### src/rtl/e203_exu_bjp_rslv.sv
// BJP commit resolver: decides on front-end flushes, registers the redirect PC/cause
// and holds the flush request until the IFU acknowledges it; keeps saturating statistics.
module e203_exu_bjp_rslv #(
  parameter int PC_W  = 32,
  parameter int CNT_W = 16
) (
  input  logic             clk,
  input  logic             rst,
  input  logic             cmt_i_valid,
  output logic             cmt_i_ready,
  input  logic             cmt_i_bjp,
  input  logic             cmt_i_mret,
  input  logic             cmt_i_dret,
  input  logic             cmt_i_fencei,
  input  logic             cmt_i_prdt,
  input  logic             cmt_i_rslv,
  input  logic [PC_W-1:0]  cmt_i_pc,
  input  logic             cmt_i_rv32,
  input  logic [PC_W-1:0]  cmt_i_tgt,
  input  logic [PC_W-1:0]  csr_epc,
  input  logic [PC_W-1:0]  csr_dpc,
  output logic             flush_req,
  input  logic             flush_ack,
  output logic [PC_W-1:0]  flush_pc,
  output logic [2:0]       flush_cause,
  output logic             retire_o,
  output logic [CNT_W-1:0] bjp_cnt,
  output logic [CNT_W-1:0] mispred_cnt,
  input  logic             cnt_clr
);

  typedef enum logic {IDLE = 1'b0, FLUSH = 1'b1} state_t;

  state_t state_q, state_d;

  logic             accept_p0;
  logic             mispred_p0;
  logic             need_flush_p0;
  logic             vld_p1;
  logic [PC_W-1:0]  flush_pc_p1;
  logic [2:0]       flush_cause_p1;
  logic [CNT_W-1:0] bjp_cnt_p1;
  logic [CNT_W-1:0] mispred_cnt_p1;

  function automatic logic [CNT_W-1:0] sat_inc(input logic [CNT_W-1:0] v);
    return (&v) ? v : v + CNT_W'(1);
  endfunction

  // Priority dret > mret > fence.i > mispredict; sequential PC wraps modulo 2^PC_W.
  function automatic logic [PC_W-1:0] redirect_pc(
    input logic            dret,
    input logic            mret,
    input logic            fencei,
    input logic            rslv,
    input logic            rv32,
    input logic [PC_W-1:0] pc,
    input logic [PC_W-1:0] tgt,
    input logic [PC_W-1:0] epc,
    input logic [PC_W-1:0] dpc
  );
    logic [PC_W-1:0] seq_pc;
    seq_pc = pc + (rv32 ? PC_W'(4) : PC_W'(2));
    if (dret)        return dpc;
    else if (mret)   return epc;
    else if (fencei) return seq_pc;
    else if (rslv)   return tgt;
    else             return seq_pc;
  endfunction

  function automatic logic [2:0] redirect_cause(input logic dret, input logic mret);
    if (dret)      return 3'b100;
    else if (mret) return 3'b010;
    else           return 3'b001;
  endfunction

  // Stage p0: handshake and flush decision on the incoming commit
  assign cmt_i_ready   = (state_q == IDLE);
  assign accept_p0     = cmt_i_valid & cmt_i_ready;
  assign mispred_p0    = cmt_i_bjp & (cmt_i_prdt ^ cmt_i_rslv);
  assign need_flush_p0 = cmt_i_dret | cmt_i_mret | cmt_i_fencei | mispred_p0;

  always_comb begin
    state_d = state_q;
    unique case (state_q)
      IDLE:    if (accept_p0 && need_flush_p0) state_d = FLUSH;
      FLUSH:   if (flush_ack) state_d = IDLE;
      default: state_d = IDLE;
    endcase
  end

  always_ff @(posedge clk or posedge rst) begin
    if (rst) state_q <= IDLE;
    else     state_q <= state_d;
  end

  // Stage p1: redirect payload captured at accept, frozen while the request is pending
  always_ff @(posedge clk or posedge rst) begin
    if (rst) begin
      vld_p1         <= 1'b0;
      flush_pc_p1    <= '0;
      flush_cause_p1 <= '0;
    end else begin
      vld_p1 <= accept_p0;
      if (accept_p0 && need_flush_p0) begin
        flush_pc_p1    <= redirect_pc(cmt_i_dret, cmt_i_mret, cmt_i_fencei, cmt_i_rslv,
                                      cmt_i_rv32, cmt_i_pc, cmt_i_tgt, csr_epc, csr_dpc);
        flush_cause_p1 <= redirect_cause(cmt_i_dret, cmt_i_mret);
      end
    end
  end

  always_ff @(posedge clk or posedge rst) begin
    if (rst) begin
      bjp_cnt_p1     <= '0;
      mispred_cnt_p1 <= '0;
    end else if (cnt_clr) begin
      bjp_cnt_p1     <= '0;
      mispred_cnt_p1 <= '0;
    end else if (accept_p0 && cmt_i_bjp) begin
      bjp_cnt_p1 <= sat_inc(bjp_cnt_p1);
      if (mispred_p0) mispred_cnt_p1 <= sat_inc(mispred_cnt_p1);
    end
  end

  assign flush_req   = (state_q == FLUSH);
  assign flush_pc    = flush_pc_p1;
  assign flush_cause = flush_cause_p1;
  assign retire_o    = vld_p1;
  assign bjp_cnt     = bjp_cnt_p1;
  assign mispred_cnt = mispred_cnt_p1;

endmodule

### config.mk
export PLATFORM = sky130hd
export DESIGN_NAME = e203_exu_bjp_rslv
export DESIGN_NICKNAME = d
export VERILOG_FILES = /design/src/rtl/e203_exu_bjp_rslv.sv
export SDC_FILE = /design/constraint.sdc
export NUM_CORES = 1
export LEC_CHECK = 0
export CAP_MARGIN = 25
export CORE_MARGIN = 1.5
export CORE_UTILIZATION = 50
export DETAILED_ROUTE_END_ITERATION = 8
export DONT_BUFFER_PORTS = 1
export PLACE_DENSITY_LB_ADDON = 0.1
export SLEW_MARGIN = 20
export SYNTH_ARGS = -nofsm -noshare
export SYNTH_HDL_FRONTEND = slang
export SYNTH_SLANG_ARGS = --single-unit
### constraint.sdc
create_clock -name clk -period 1.82 [get_ports clk]
set_input_delay 0.091 -clock clk [delete_from_list [all_inputs] [get_ports clk]]
set_output_delay 0.091 -clock clk [all_outputs]
set_load 0.01 [all_outputs]
==> results of run 1 <==
==> metrics by stage <==
stage | TNS, ps | std cells | utilization, % | hold slack [ps]
after floorplan | -115 | 532 | - | 187
after global placement | -3.39 | 671 | 58.4 | 98.6
after detailed placement | -80.6 | 671 | 58.4 | 107
after CTS | 0 | 725 | 64.8 | -211
after global routing | -283 | 729 | 66.3 | 4.59
final | 0 | 729 | 66.3 | -3.09
==> per-layer routing <==
metal  part of all wire (%)  track usage [%]  wire (µm)
met1                     39             39.8       6050
met2                     50             51.4       7740
met3                    8.8             6.08       1350
met4                    1.6             10.2        251
met5                      0                0          0
==> layout by cell type (no fill, tap or decap), types with 10 or more instances in the layout <==
cell	n
sky130_fd_sc_hd__a21oi_1	17
sky130_fd_sc_hd__dfrtp_1	68
sky130_fd_sc_hd__dlygate4sd3_1	40
sky130_fd_sc_hd__a31oi_1	10
sky130_fd_sc_hd__nor3_1	10
sky130_fd_sc_hd__xor2_1	19
sky130_fd_sc_hd__nand2_1	51
sky130_fd_sc_hd__nor4_1	17
sky130_fd_sc_hd__clkbuf_8	10
sky130_fd_sc_hd__mux2i_1	14
sky130_fd_sc_hd__nand4_1	19
sky130_fd_sc_hd__a22oi_1	10
sky130_fd_sc_hd__xnor2_1	33
sky130_fd_sc_hd__nor2_1	58
sky130_fd_sc_hd__nand3_1	21
sky130_fd_sc_hd__inv_1	11
sky130_fd_sc_hd__o21ai_0	32
sky130_fd_sc_hd__buf_4	59
==> critical path: stages (launching register included) <==
cell and delay, ps:
sky130_fd_sc_hd__dfrtp_1 370, sky130_fd_sc_hd__buf_4 150, sky130_fd_sc_hd__nand3_1 140, sky130_fd_sc_hd__or3_1 410
sky130_fd_sc_hd__nor4_1 370, sky130_fd_sc_hd__xnor2_1 180, sky130_fd_sc_hd__nor2_1 60
==> final cells by class <==
type                            count  area [µm²]  area share [%]
Clock inverter                      4        25.0           0.430
Timing Repair Buffer              105         937            16.1
Tap cell                          108         135            2.32
Clock buffer                       11         141            2.43
Multi-Input combinational cell    420        2800            48.1
Sequential cell                    69        1730            29.7
Inverter                           12        48.8           0.839
==> report_power, final <==
group,internal [mW],switching (mW)
combinational,0.439,0.497
sequential,1.80,0.378
clock,0.521,0.597
==> worst max path at each step <==
| stage | endpoint | cells past startpoint |
|---|---|---|
| finish | mispred_cnt[13] | 6 |
| global route | mispred_cnt[13] | 7 |
| CTS | bjp_cnt[15] | 6 |
| detailed placement | flush_pc[26] | 6 |
| global placement | flush_pc[26] | 6 |
| floorplan | bjp_cnt[13] | 5 |
==> cells by family (layout without fill, tap and decap cells) <==
| group | after synthesis | count (layout) | synth area share (%) |
|---|---|---|---|
| AO/OA/AOI/OAI | 125 | 125 | 18.6 |
| adder cells (fa/ha/maj) | 5 | 5 | 1.54 |
| XOR/XNOR | 52 | 52 | 10.0 |
| AND/OR/NAND/NOR | 223 | 223 | 24.9 |
| multiplexers | 15 | 15 | 3.33 |
| flip-flops | 69 | 69 | 38.0 |
| buffers and inverters | 43 | 132 | 3.55 |
==> sequential cells by signal, indices dropped and copies added, names as in the netlist <==
signal and cells:
retire_o 1, flush_cause 3, bjp_cnt 16, flush_pc 32
flush_req 1, mispred_cnt 16
==> what timing repair did <==
| item | CTS | global route |
|---|---|---|
| hold endpoints to repair | 126 | 32 |
| setup buffers | 0 | 2 |
| hold buffers | 39 | 2 |
| gates resized for setup | 0 | 22 |
| endpoints found under the setup margin | 0 | 29 |
==> flow_summary.rst, run 1 <==
.. list-table::
   :header-rows: 1

   * - Metric
     - Value
   * - Status
     - finished, violations left
   * - Violated checks
     - hold timing
   * - Antenna violations before repair
     - 0
   * - Number of sinks handled by clock tree synthesis
     - 69
   * - H-tree levels
     - 3
   * - Fill count
     - 732
   * - Final count of pins violating max slew
     - 0
   * - Ports
     - 210
   * - Cells after Synth
     - 532
   * - Aggregate global routing overflow
     - 0
   * - Arrival time worst endpoint
     - 2010 ps
   * - Maximum root-to-sink buffer count
     - 2
   * - Worst setup path startpoint
     - mispred_cnt[0]
   * - Number of register bits inferred by synthesis
     - 69
   * - Number of flops mapped to enable cells by yosys
     - 0
   * - Cell area after layout
     - 5810 µm²
   * - Worst min path class
     - in -> reg
   * - Nets in the synthesized netlist
     - 677
   * - Fraction of the yosys area taken by sequential cells
     - 38.0%
   * - Height of the die
     - 98.3 µm
   * - Hold path endpoint
     - flush_pc[14]
   * - Vias in the first global route
     - 4554
   * - Area delta synth->final
     - 28.0%
   * - Final worst setup slack
     - 30.1 ps
   * - Setup skew after layout
     - 10.7 ps
   * - FF-to-FF End
     - mispred_cnt[13]
   * - Worst setup slack for register-to-register paths
     - 30 ps
   * - Final clock period utilization by the worst path
     - 98.3%
   * - Tightest slew margin relative to the limit
     - 66.1%
   * - Wire length of the first global-routing pass
     - 23600 µm
   * - CTS tree
     - built
   * - Routability congestion estimate from global placement
     - 0.903
   * - Die boundary width
     - 98.3 µm
   * - Dominant cell by count in the synthesized netlist
     - sky130_fd_sc_hd__dfrtp_1
   * - Proportion of layout cells with a drive suffix above 1
     - 18.0%
   * - Share of synthesized registers carrying an async set or reset
     - 100%
   * - Leakage power summed over all cells
     - 2.31 nW
   * - Largest net degree at the start of global routing
     - 70
   * - Post-route antenna net violation count
     - 0
   * - Library cells used by synthesis
     - 56
   * - Clock network latency to the later pin of the worst-skew pair
     - 340 ps
   * - Violation count after the first detailed-route iteration
     - 278
   * - Setup repair after global routing missed its margin
     - yes
   * - Cell taking the most area after synthesis
     - sky130_fd_sc_hd__dfrtp_1
   * - Critical path data required time
     - 2040 ps
   * - Area fraction of the dominant cell type after synthesis
     - 38.0%
   * - # DRC
     - 0
   * - Launching element type of the critical path
     - flip-flop
   * - Vias per inst
     - 6.37
   * - Placed Instance Area
     - 5120 µm²
   * - Launch point of the worst reg-to-reg path
     - mispred_cnt[0]
   * - Hold Worst Slack
     - -3.09 ps
   * - Root cell of the clock tree
     - sky130_fd_sc_hd__clkbuf_8
   * - Count of buffers inserted at the top-level ports
     - 0
   * - Synth cell count leaders
     - sky130_fd_sc_hd__dfrtp_1, sky130_fd_sc_hd__nor2_1, sky130_fd_sc_hd__nand2_1
   * - Placeable core region
     - 8760 µm²
   * - Initial DRT Pass Iterations
     - 5
   * - Reg2Reg Depth
     - 6
   * - Measured slew at the worst slew-check pin
     - 509 ps
   * - Max_cap viols
     - 0
   * - Class of the most critical setup path
     - reg -> reg
   * - Synth warn
     - 0
   * - Total Power
     - 4.24 mW
   * - Inserted Clock Buffers
     - 9
   * - Max FO, Critical Path
     - 4
   * - Clock-pin slew of the registers on the worst-case setup and hold paths
     - 70 ps
   * - Effective utilization at floorplan
     - 51.8%
   * - Final routed wire length divided by cell count
     - 21.1 µm
   * - Cell area after synthesis
     - 4540 µm²
   * - Routed via count
     - 4641
   * - Type of destination of the critical path
     - flip-flop
   * - Highest clock frequency the design can meet
     - 559 MHz
   * - PD cells
     - 729 nW/µm²
   * - Minimum clock period after layout
     - 1790 ps
   * - Worst-case vdd ir drop
     - 349 µV
   * - Final nets
     - 762
   * - Area contributors post-synth
     - sky130_fd_sc_hd__dfrtp_1, sky130_fd_sc_hd__xnor2_1, sky130_fd_sc_hd__nor2_1
   * - Worst hold stages
     - 2
   * - Post-placement worst setup slack
     - -49.8 ps
   * - Final Setup Violations
     - 0
   * - Antenna Diode Count
     - 0
   * - Global router's overall resource usage
     - 30.7%
   * - Total Routed Length
     - 15400 µm
   * - Hold Path Origin
     - csr_dpc[14]
   * - Area enclosed by the die boundary
     - 9670 µm²
   * - Post-DP HPWL
     - 10800 µm
   * - Synthesized area divided by synthesized cell count
     - 8.54 µm²
   * - Number of core rows
     - 34
   * - Fin. Hold Viols
     - 1
   * - Flip-flop cell with the highest count after synthesis
     - sky130_fd_sc_hd__dfrtp_1
(Power assumes the default switching activity.)
==> inputs of run 2 (changes only) <==
--- a/config.mk
+++ b/config.mk
@@ -10,7 +10,8 @@
 export CORE_UTILIZATION = 50
 export DETAILED_ROUTE_END_ITERATION = 8
 export DONT_BUFFER_PORTS = 1
-export PLACE_DENSITY_LB_ADDON = 0.1
+export GPL_ROUTABILITY_DRIVEN = 0
+export PLACE_DENSITY_LB_ADDON = 0.25
 export SLEW_MARGIN = 20
 export SYNTH_ARGS = -nofsm -noshare
 export SYNTH_HDL_FRONTEND = slang
==> constraint.sdc (replaced) <==
create_clock -name clk -period 1.6 [get_ports clk]
set_input_delay 0.08 -clock clk [delete_from_list [all_inputs] [get_ports clk]]
set_output_delay 0.08 -clock clk [all_outputs]
set_load 0.01 [all_outputs]
==> run 2 against run 1 <==
Against the previous run: the run ends with hold timing, setup timing left; sequential cell count is the same; combinational power grew 37%; cell area is 15% higher; global-route usage grew 2.0 points; fmax up 2.7%; routed wire length is 12% higher; worst hold slack worse by 210 ps; clock power increased by 51%; critical endpoint is now bjp_cnt[15].
==> flow_summary.rst, run 2 (synthesis gave the netlist of run 1 again) <==
.. list-table::
   :header-rows: 1

   * - Metric
     - Value
   * - Root cell of the clock tree
     - sky130_fd_sc_hd__clkbuf_8
   * - Number of sinks handled by clock tree synthesis
     - 69 (unchanged)
   * - Cells along the critical path
     - ha_4, nand2_4, nor4_4, buf_4, a21oi_4, nand3_2, mux2_4
   * - Count of buffers inserted at the top-level ports
     - 0 (unchanged)
   * - Arrival time worst endpoint
     - 1970 ps (-40 ps)
   * - Final nets
     - 812 (+6.6%)
   * - Proportion of layout cells with a drive suffix above 1
     - 29.8% (+12 points)
   * - Vias per inst
     - 6.55 (+2.9%)
   * - Maximum root-to-sink buffer count
     - 2 (unchanged)
   * - Violation count after the first detailed-route iteration
     - 298 (+7.2%)
   * - Status
     - finished, violations left
   * - Height of the die
     - 98.3 µm (unchanged)
   * - Wire length of the first global-routing pass
     - 25200 µm (+6.8%)
   * - H-tree levels
     - 3 (unchanged)
   * - Worst min path class
     - in -> reg
   * - Aggregate global routing overflow
     - 0 (unchanged)
   * - Antenna Diode Count
     - 0 (unchanged)
   * - Slowest Stage Delay on Critical Path
     - 420 ps (about the same)
   * - Final clock period utilization by the worst path
     - 109% (+11 points)
   * - Final count of pins violating max slew
     - 0 (unchanged)
   * - Largest net degree at the start of global routing
     - 41 (-41%)
   * - Setup skew after layout
     - 13.7 ps (+3.02 ps)
   * - Post-DP HPWL
     - 11300 µm (+5.3%)
   * - PD cells
     - 815 nW/µm² (+12%)
   * - Highest clock frequency the design can meet
     - 574 MHz (+2.7%)
   * - Vias in the first global route
     - 4996 (+9.7%)
   * - Critical path data required time
     - 1820 ps (-220 ps)
   * - Launching element type of the critical path
     - flip-flop
   * - Top library cells by usage in the layout, fill and taps aside
     - sky130_fd_sc_hd__buf_4, sky130_fd_sc_hd__dfrtp_1, sky130_fd_sc_hd__nor2_1
   * - Minimum clock period after layout
     - 1740 ps (-47.4 ps)
   * - # DRC
     - 0 (unchanged)
   * - Antenna violations before repair
     - 0 (unchanged)
   * - Leakage power summed over all cells
     - 2.64 nW (+15%)
   * - Placeable core region
     - 8760 µm² (unchanged)
   * - Initial DRT Pass Iterations
     - 5 (unchanged)
   * - Cell family with most CP delay
     - simple AND/OR/NAND/NOR gates
   * - CTS tree
     - built
   * - Global router's overall resource usage
     - 32.6% (+2.0 points)
   * - Total Routed Length
     - 17200 µm (+12%)
   * - Die boundary width
     - 98.3 µm (unchanged)
   * - Inserted Clock Buffers
     - 9 (unchanged)
   * - Final worst setup slack
     - -142 ps (-173 ps)
   * - Effective utilization at floorplan
     - 51.8% (unchanged)
   * - Fin. Hold Viols
     - 31 (+30)
   * - Number of core rows
     - 34 (unchanged)
   * - Worst-case vdd ir drop
     - 558 µV (+60%)
   * - Clock-pin slew of the registers on the worst-case setup and hold paths
     - 90 ps (+20 ps)
   * - Setup repair after global routing missed its margin
     - yes
   * - Tightest slew margin relative to the limit
     - 47.5% (-19 points)
   * - Cell with the largest stage delay on the worst path
     - sky130_fd_sc_hd__dfrtp_2
   * - Buffers & Inverters on Critical Path
     - 1 (unchanged)
   * - Post-route antenna net violation count
     - 0 (unchanged)
   * - Aggregate negative setup slack
     - -1780 ps (-1780 ps)
   * - Total Power
     - 5.44 mW (+29%)
   * - Area delta synth->final
     - 47.0%
   * - Flip-flop count of the largest register, all copies and words added
     - 32 (unchanged)
   * - Violated checks
     - hold timing, setup timing
   * - Class of the most critical setup path
     - reg -> reg
   * - Measured slew at the worst slew-check pin
     - 785 ps (+277 ps)
   * - Max FO, Critical Path
     - 4 (unchanged)
   * - Most frequent standard cell in the layout excluding fill and tap cells
     - sky130_fd_sc_hd__buf_4
   * - Ports
     - 210 (unchanged)
   * - Final routed wire length divided by cell count
     - 22.1 µm (+4.7%)
   * - Routed via count
     - 5112 (+10%)
   * - Hold Worst Slack
     - -215 ps (-212 ps)
   * - Max_cap viols
     - 0 (unchanged)
   * - Type of destination of the critical path
     - flip-flop
   * - Final Setup Violations
     - 30 (+30)
   * - Clock network latency to the later pin of the worst-skew pair
     - 350 ps (about the same)
   * - Area enclosed by the die boundary
     - 9670 µm² (unchanged)
-- run 2: changes by cell type in the layout (fill, tap and decap cells not counted), sizes merged --
| cell | before | now |
|---|---|---|
| bufinv | 0 | 2 |
| clkinvlp | 3 | 2 |
| clkbuf | 11 | 10 |
| dlygate4sd3 | 40 | 50 |
| clkinv | 2 | 1 |
| inv | 11 | 13 |
| buf | 65 | 105 |
-- run 2: what timing repair did --
action                                 in CTS  in global routing
pin swaps                                  10                 16
resized for setup                          32                 43
endpoints found under the hold margin     128                 32
cloned                                      0                  1
hold buffers                               48                  2
setup endpoints to repair                  25                 51
setup buffers                               2                 10
-- run 2: metal layers --
layer	global-route usage, %	routed length [µm]	vias up
met5	0	0	-
met4	14.8	527	0
met3	9.23	1750	54
met2	55.3	8680	335
met1	38.3	6280	2479
li1	-	-	2244
-- run 2: worst reg2reg max path: stages, from the launching register on --
cell and delay (ps):
sky130_fd_sc_hd__dfrtp_2 420, sky130_fd_sc_hd__ha_4 160, sky130_fd_sc_hd__nand2_4 60, sky130_fd_sc_hd__nor4_4 350
sky130_fd_sc_hd__buf_4 190, sky130_fd_sc_hd__a21oi_4 60, sky130_fd_sc_hd__nand3_2 90, sky130_fd_sc_hd__mux2_4 300
-- run 2: where the power goes --
group          total, mW  switching, mW  internal [mW]
registers           2.48          0.425           2.05
clock network       1.69          0.753          0.935
logic               1.28          0.649          0.631
-- run 2: path summary, 6_finish.rpt --
path	from	to	slack, ps	cells past startpoint
max	bjp_cnt[1]	bjp_cnt[15]	-140	7
min	cnt_clr	bjp_cnt[10]	-220	1
max reg2reg	bjp_cnt[1]	bjp_cnt[15]	-140	7
min reg2reg	flush_req	retire_o	490	1
max in group asynchronous	rst	mispred_cnt[4]	800	3
min in group asynchronous	rst	bjp_cnt[3]	320	3
-- run 2: cell type report --
| type | instances | area, µm² |
|---|---|---|
| inverters | 12 | 61.3 |
| clock buffers | 10 | 138 |
| repair buffers | 155 | 1350 |
| clock inverters | 6 | 93.8 |
| well taps | 108 | 135 |
| multi-input cells | 420 | 3170 |
| flip-flops and latches | 69 | 1730 |
| fillers | 585 | 2080 |
-- run 2: through the flow --
stage / util (%) / instance area [µm²] / hold slack [ps] / worst slack [ps] / instances
3_3_place_gp: 62.6 / 5490 / 74.2 / -193 / 701
5_1_grt: 76.2 / 6680 / -233 / -259 / 780
4_1_cts: 72.3 / 6330 / -224 / -99.8 / 767
3_5_place_dp: 62.6 / 5490 / 92.5 / -224 / 701
6_report: 76.2 / 6680 / -215 / -142 / 780
2_1_floorplan: - / 4780 / 176 / -262 / 532
==> inputs of run 3 (changes only) <==
--- a/config.mk
+++ b/config.mk
@@ -5,6 +5,7 @@
 export SDC_FILE = /design/constraint.sdc
 export NUM_CORES = 1
 export LEC_CHECK = 0
+export ABC_AREA = 1
 export CAP_MARGIN = 25
 export CORE_MARGIN = 1.5
 export CORE_UTILIZATION = 50
==> constraint.sdc (replaced) <==
create_clock -name clk -period 1.8 [get_ports clk]
set_input_delay 0.09 -clock clk [delete_from_list [all_inputs] [get_ports clk]]
set_output_delay 0.09 -clock clk [all_outputs]
set_load 0.01 [all_outputs]
==> run 3 against run 2 <==
Against the previous run: the run now ends clean; count of clock-buffer cells in the layout rose by 3; sequential share of layout area rose by 3.0 points; sequential cell count stayed put; utilization down 18 points; critical path depth up 2; final cell count grew 26%; sequential power down 18%; non-clock buffer count fell by 96.
==> flow_summary.rst, run 3 <==
.. list-table::
   :header-rows: 1

   * - Metric
     - Value
   * - Final Setup Violations
     - 0 (-100%)
   * - Placeable core region
     - 10200 µm² (+17%)
   * - Dominant cell by count in the synthesized netlist
     - sky130_fd_sc_hd__nand2_1
   * - Final worst setup slack
     - 142 ps (+285 ps)
   * - Synthesized area divided by synthesized cell count
     - 6.56 µm² (-23%)
   * - Post-DP HPWL
     - 12800 µm (+13%)
   * - Leakage power summed over all cells
     - 2.75 nW (+3.9%)
   * - Clock network latency to the later pin of the worst-skew pair
     - 350 ps (about the same)
   * - Count of buffers inserted at the top-level ports
     - 0 (unchanged)
   * - Ports
     - 210 (unchanged)
   * - Mux cell area share after synthesis
     - 0% (-3.3 points)
   * - Adder-Cell Fraction of Synth Area
     - 1.34% (-0.20 points)
   * - Violation count after the first detailed-route iteration
     - 397 (+33%)
   * - FF-to-FF End
     - mispred_cnt[11]
   * - Wire length of the first global-routing pass
     - 26400 µm (+5.0%)
   * - Total Routed Length
     - 16500 µm (-4.0%)
   * - Area enclosed by the die boundary
     - 11000 µm² (+14%)
   * - Final standard cell count with taps included and fillers excluded
     - 980 (+26%)
   * - Status
     - complete, no violations
   * - Top library cells by usage in the layout, fill and taps aside
     - sky130_fd_sc_hd__nand2_1, sky130_fd_sc_hd__nor2_1, sky130_fd_sc_hd__inv_1
   * - Fill count
     - 1000 (+71%)
   * - Fin. Hold Viols
     - 0 (-100%)
   * - Routed via count
     - 5544 (+8.5%)
   * - Final routed wire length divided by cell count
     - 16.9 µm (-24%)
   * - Worst min path class
     - in -> reg
   * - Placed Cells incl. Taps
     - 943 (+35%)
   * - Library cells used by synthesis
     - 35 (-38%)
   * - Tightest slew margin relative to the limit
     - 65.9% (+18 points)
   * - Aggregate global routing overflow
     - 0 (unchanged)
   * - Share of synthesized registers carrying an async set or reset
     - 100% (unchanged)
   * - Post-placement worst setup slack
     - 105 ps (+328 ps)
   * - Combinational family with the most area after synthesis
     - simple AND/OR/NAND/NOR gates
   * - Setup repair after global routing missed its margin
     - no
   * - Hold path endpoint
     - flush_pc[24]
   * - Number of register bits inferred by synthesis
     - 69 (unchanged)
   * - Max FO, Critical Path
     - 14 (+10)
   * - Number of sinks handled by clock tree synthesis
     - 69 (unchanged)
   * - Final count of pins violating max slew
     - 0 (unchanged)
   * - Synth warn
     - 0 (unchanged)
   * - Aggregate negative setup slack
     - 0 ps (+1780 ps)
   * - Hold Path Origin
     - cmt_i_pc[24]
   * - Cells after Synth
     - 795 (+49%)
   * - Effective utilization at floorplan
     - 50.9% (-0.89 points)
   * - Worst setup slack for register-to-register paths
     - 140 ps (+280 ps)
   * - Fraction of the yosys area taken by sequential cells
     - 33.1% (-4.9 points)
   * - Root cell of the clock tree
     - sky130_fd_sc_hd__clkbuf_8
   * - Post-route antenna net violation count
     - 0 (unchanged)
   * - Share of the synthesized netlist area taken by xor and xnor gates
     - 3.02% (-7.0 points)
   * - Proportion of layout cells with a drive suffix above 1
     - 10.6% (-19 points)
   * - Vias in the first global route
     - 5602 (+12%)
   * - Worst hold stages
     - 4 (+3)
   * - Final clock period utilization by the worst path
     - 92.1% (-17 points)
   * - Simple-gate share of the synthesized area
     - 36.0% (+11 points)
   * - Critical path data required time
     - 2050 ps (+230 ps)
   * - # DRC
     - 0 (unchanged)
   * - Clock-pin slew of the registers on the worst-case setup and hold paths
     - 70 ps (-20 ps)
   * - Antenna violations before repair
     - 1 (+1)
   * - PD cells
     - 657 nW/µm² (-19%)
   * - Number of flops mapped to enable cells by yosys
     - 0 (unchanged)
   * - Synth cell count leaders
     - sky130_fd_sc_hd__nand2_1, sky130_fd_sc_hd__nor2_1, sky130_fd_sc_hd__inv_1
   * - Number of core rows
     - 37 (+8.8%)
   * - Inserted Clock Buffers
     - 9 (unchanged)
   * - H-tree levels
     - 3 (unchanged)
   * - Maximum root-to-sink buffer count
     - 2 (unchanged)
   * - Sequential cell area
     - 1730 µm² (-0.29%)
   * - Final nets
     - 984 (+21%)
   * - Flip-flop count of the largest register, all copies and words added
     - 32 (unchanged)
   * - Area contributors post-synth
     - sky130_fd_sc_hd__dfrtp_1, sky130_fd_sc_hd__nand2_1, sky130_fd_sc_hd__nor2_1
   * - Fraction of the mapped netlist area in compound gates
     - 17.4% (-1.2 points)
   * - Vias per inst
     - 5.66 (-14%)
   * - Area fraction of the dominant cell type after synthesis
     - 33.1% (-4.9 points)
   * - Most frequent standard cell in the layout excluding fill and tap cells
     - sky130_fd_sc_hd__nand2_1
   * - Launching element type of the critical path
     - flip-flop
   * - Multi-input logic area
     - 3030 µm² (-4.6%)
   * - Total Power
     - 3.92 mW (-28%)
   * - Max_cap viols
     - 0 (unchanged)
   * - Arrival time worst endpoint
     - 1910 ps (-60 ps)
   * - Class of the most critical setup path
     - reg -> reg
   * - Measured slew at the worst slew-check pin
     - 512 ps (-274 ps)
   * - Minimum clock period after layout
     - 1660 ps (-84.6 ps)
   * - Nets in the synthesized netlist
     - 940 (+39%)
   * - Height of the die
     - 105 µm (+6.9%)
   * - Die boundary width
     - 105 µm (+6.9%)
   * - Cell area after synthesis
     - 5210 µm² (+15%)
   * - Reg2Reg Depth
     - 9 (+2)
   * - Area delta synth->final
     - 14.4%
   * - Launch point of the worst reg-to-reg path
     - mispred_cnt[0]
   * - Flip-flop cell with the highest count after synthesis
     - sky130_fd_sc_hd__dfrtp_1
   * - CTS tree
     - built
   * - Initial DRT Pass Iterations
     - 5 (unchanged)
   * - Highest clock frequency the design can meet
     - 603 MHz (+5.1%)
   * - Setup skew after layout
     - 8.18 ps (-5.52 ps)
   * - Global router's overall resource usage
     - 30.3% (-2.4 points)
   * - Largest net degree at the start of global routing
     - 34 (-17%)
   * - Type of destination of the critical path
     - flip-flop
   * - Worst-case vdd ir drop
     - 317 µV (-43%)
   * - Cell taking the most area after synthesis
     - sky130_fd_sc_hd__dfrtp_1
## run 3: cell families (layout without fill, tap and decap cells)
group	after synthesis	in the layout
fa+ha+maj	5	5
other cells	0	1
compound gates	141	141
buf+inv	121	169
simple gates	441	441
xor+xnor	18	18
flops	69	69
## run 3: worst max-delay path, cell delays in order (launching register included)
cell	delay, ps
sky130_fd_sc_hd__dfrtp_1	350
sky130_fd_sc_hd__ha_1	220
sky130_fd_sc_hd__nand2_1	100
sky130_fd_sc_hd__nor2_2	140
sky130_fd_sc_hd__nand2_2	100
sky130_fd_sc_hd__o21ai_4	190
sky130_fd_sc_hd__nand2_4	160
sky130_fd_sc_hd__inv_2	160
sky130_fd_sc_hd__nand2_1	60
sky130_fd_sc_hd__o31ai_1	70
## run 3: timing repair
item	CTS	global route
endpoints found under the setup margin	0	13
setup buffers	0	2
endpoints found under the hold margin	67	0
hold buffers	19	0
resized for setup	0	3
## run 3: metrics by stage
| step | instance area [µm²] | hold slack, ps | utilization, % |
|---|---|---|---|
| 2_1_floorplan | 5220 | 186 | - |
| 3_3_place_gp | 5580 | 14.0 | 54.6 |
| 3_5_place_dp | 5580 | 14.2 | 54.6 |
| 4_1_cts | 5930 | 6.59 | 58.0 |
| 5_1_grt | 5960 | 35.8 | 58.3 |
| 6_report | 5960 | 23.2 | 58.3 |
## run 3: power by group
| part | internal (mW) | total [mW] | switching [mW] |
|---|---|---|---|
| clock network | 0.528 | 1.11 | 0.577 |
| logic | 0.313 | 0.768 | 0.454 |
| registers | 1.76 | 2.04 | 0.285 |
## run 3: worst max path at each step
stage	slack, ps	end	start	cells after the start
final	140	mispred_cnt[11]	mispred_cnt[0]	9
after CTS	70	mispred_cnt[11]	mispred_cnt[0]	9
after global routing	20	mispred_cnt[7]	mispred_cnt[0]	9
after global placement	180	flush_pc[17]	cmt_i_rv32	10
after floorplan	160	bjp_cnt[11]	bjp_cnt[0]	8
after detailed placement	100	mispred_cnt[11]	mispred_cnt[0]	9
## run 3: routing by layer
metal | GRT usage, % | up-vias | routed length, µm
li1 | - | 2682 | -
met1 | 35.3 | 2538 | 6530
met2 | 51.2 | 285 | 7990
met3 | 9.79 | 39 | 1580
met4 | 12.3 | 0 | 442
met5 | 0 | - | 0
## run 3: area by class of cell
cell class / count / area share (%)
Inverter: 95 / 6.05
Tap cell: 136 / 2.85
Clock buffer: 13 / 2.50
Timing Repair Buffer: 59 / 8.65
Multi-Input combinational cell: 605 / 50.8
Clock inverter: 2 / 0.168
Sequential cell: 69 / 29.0
Antenna cell: 1 / 0.0420
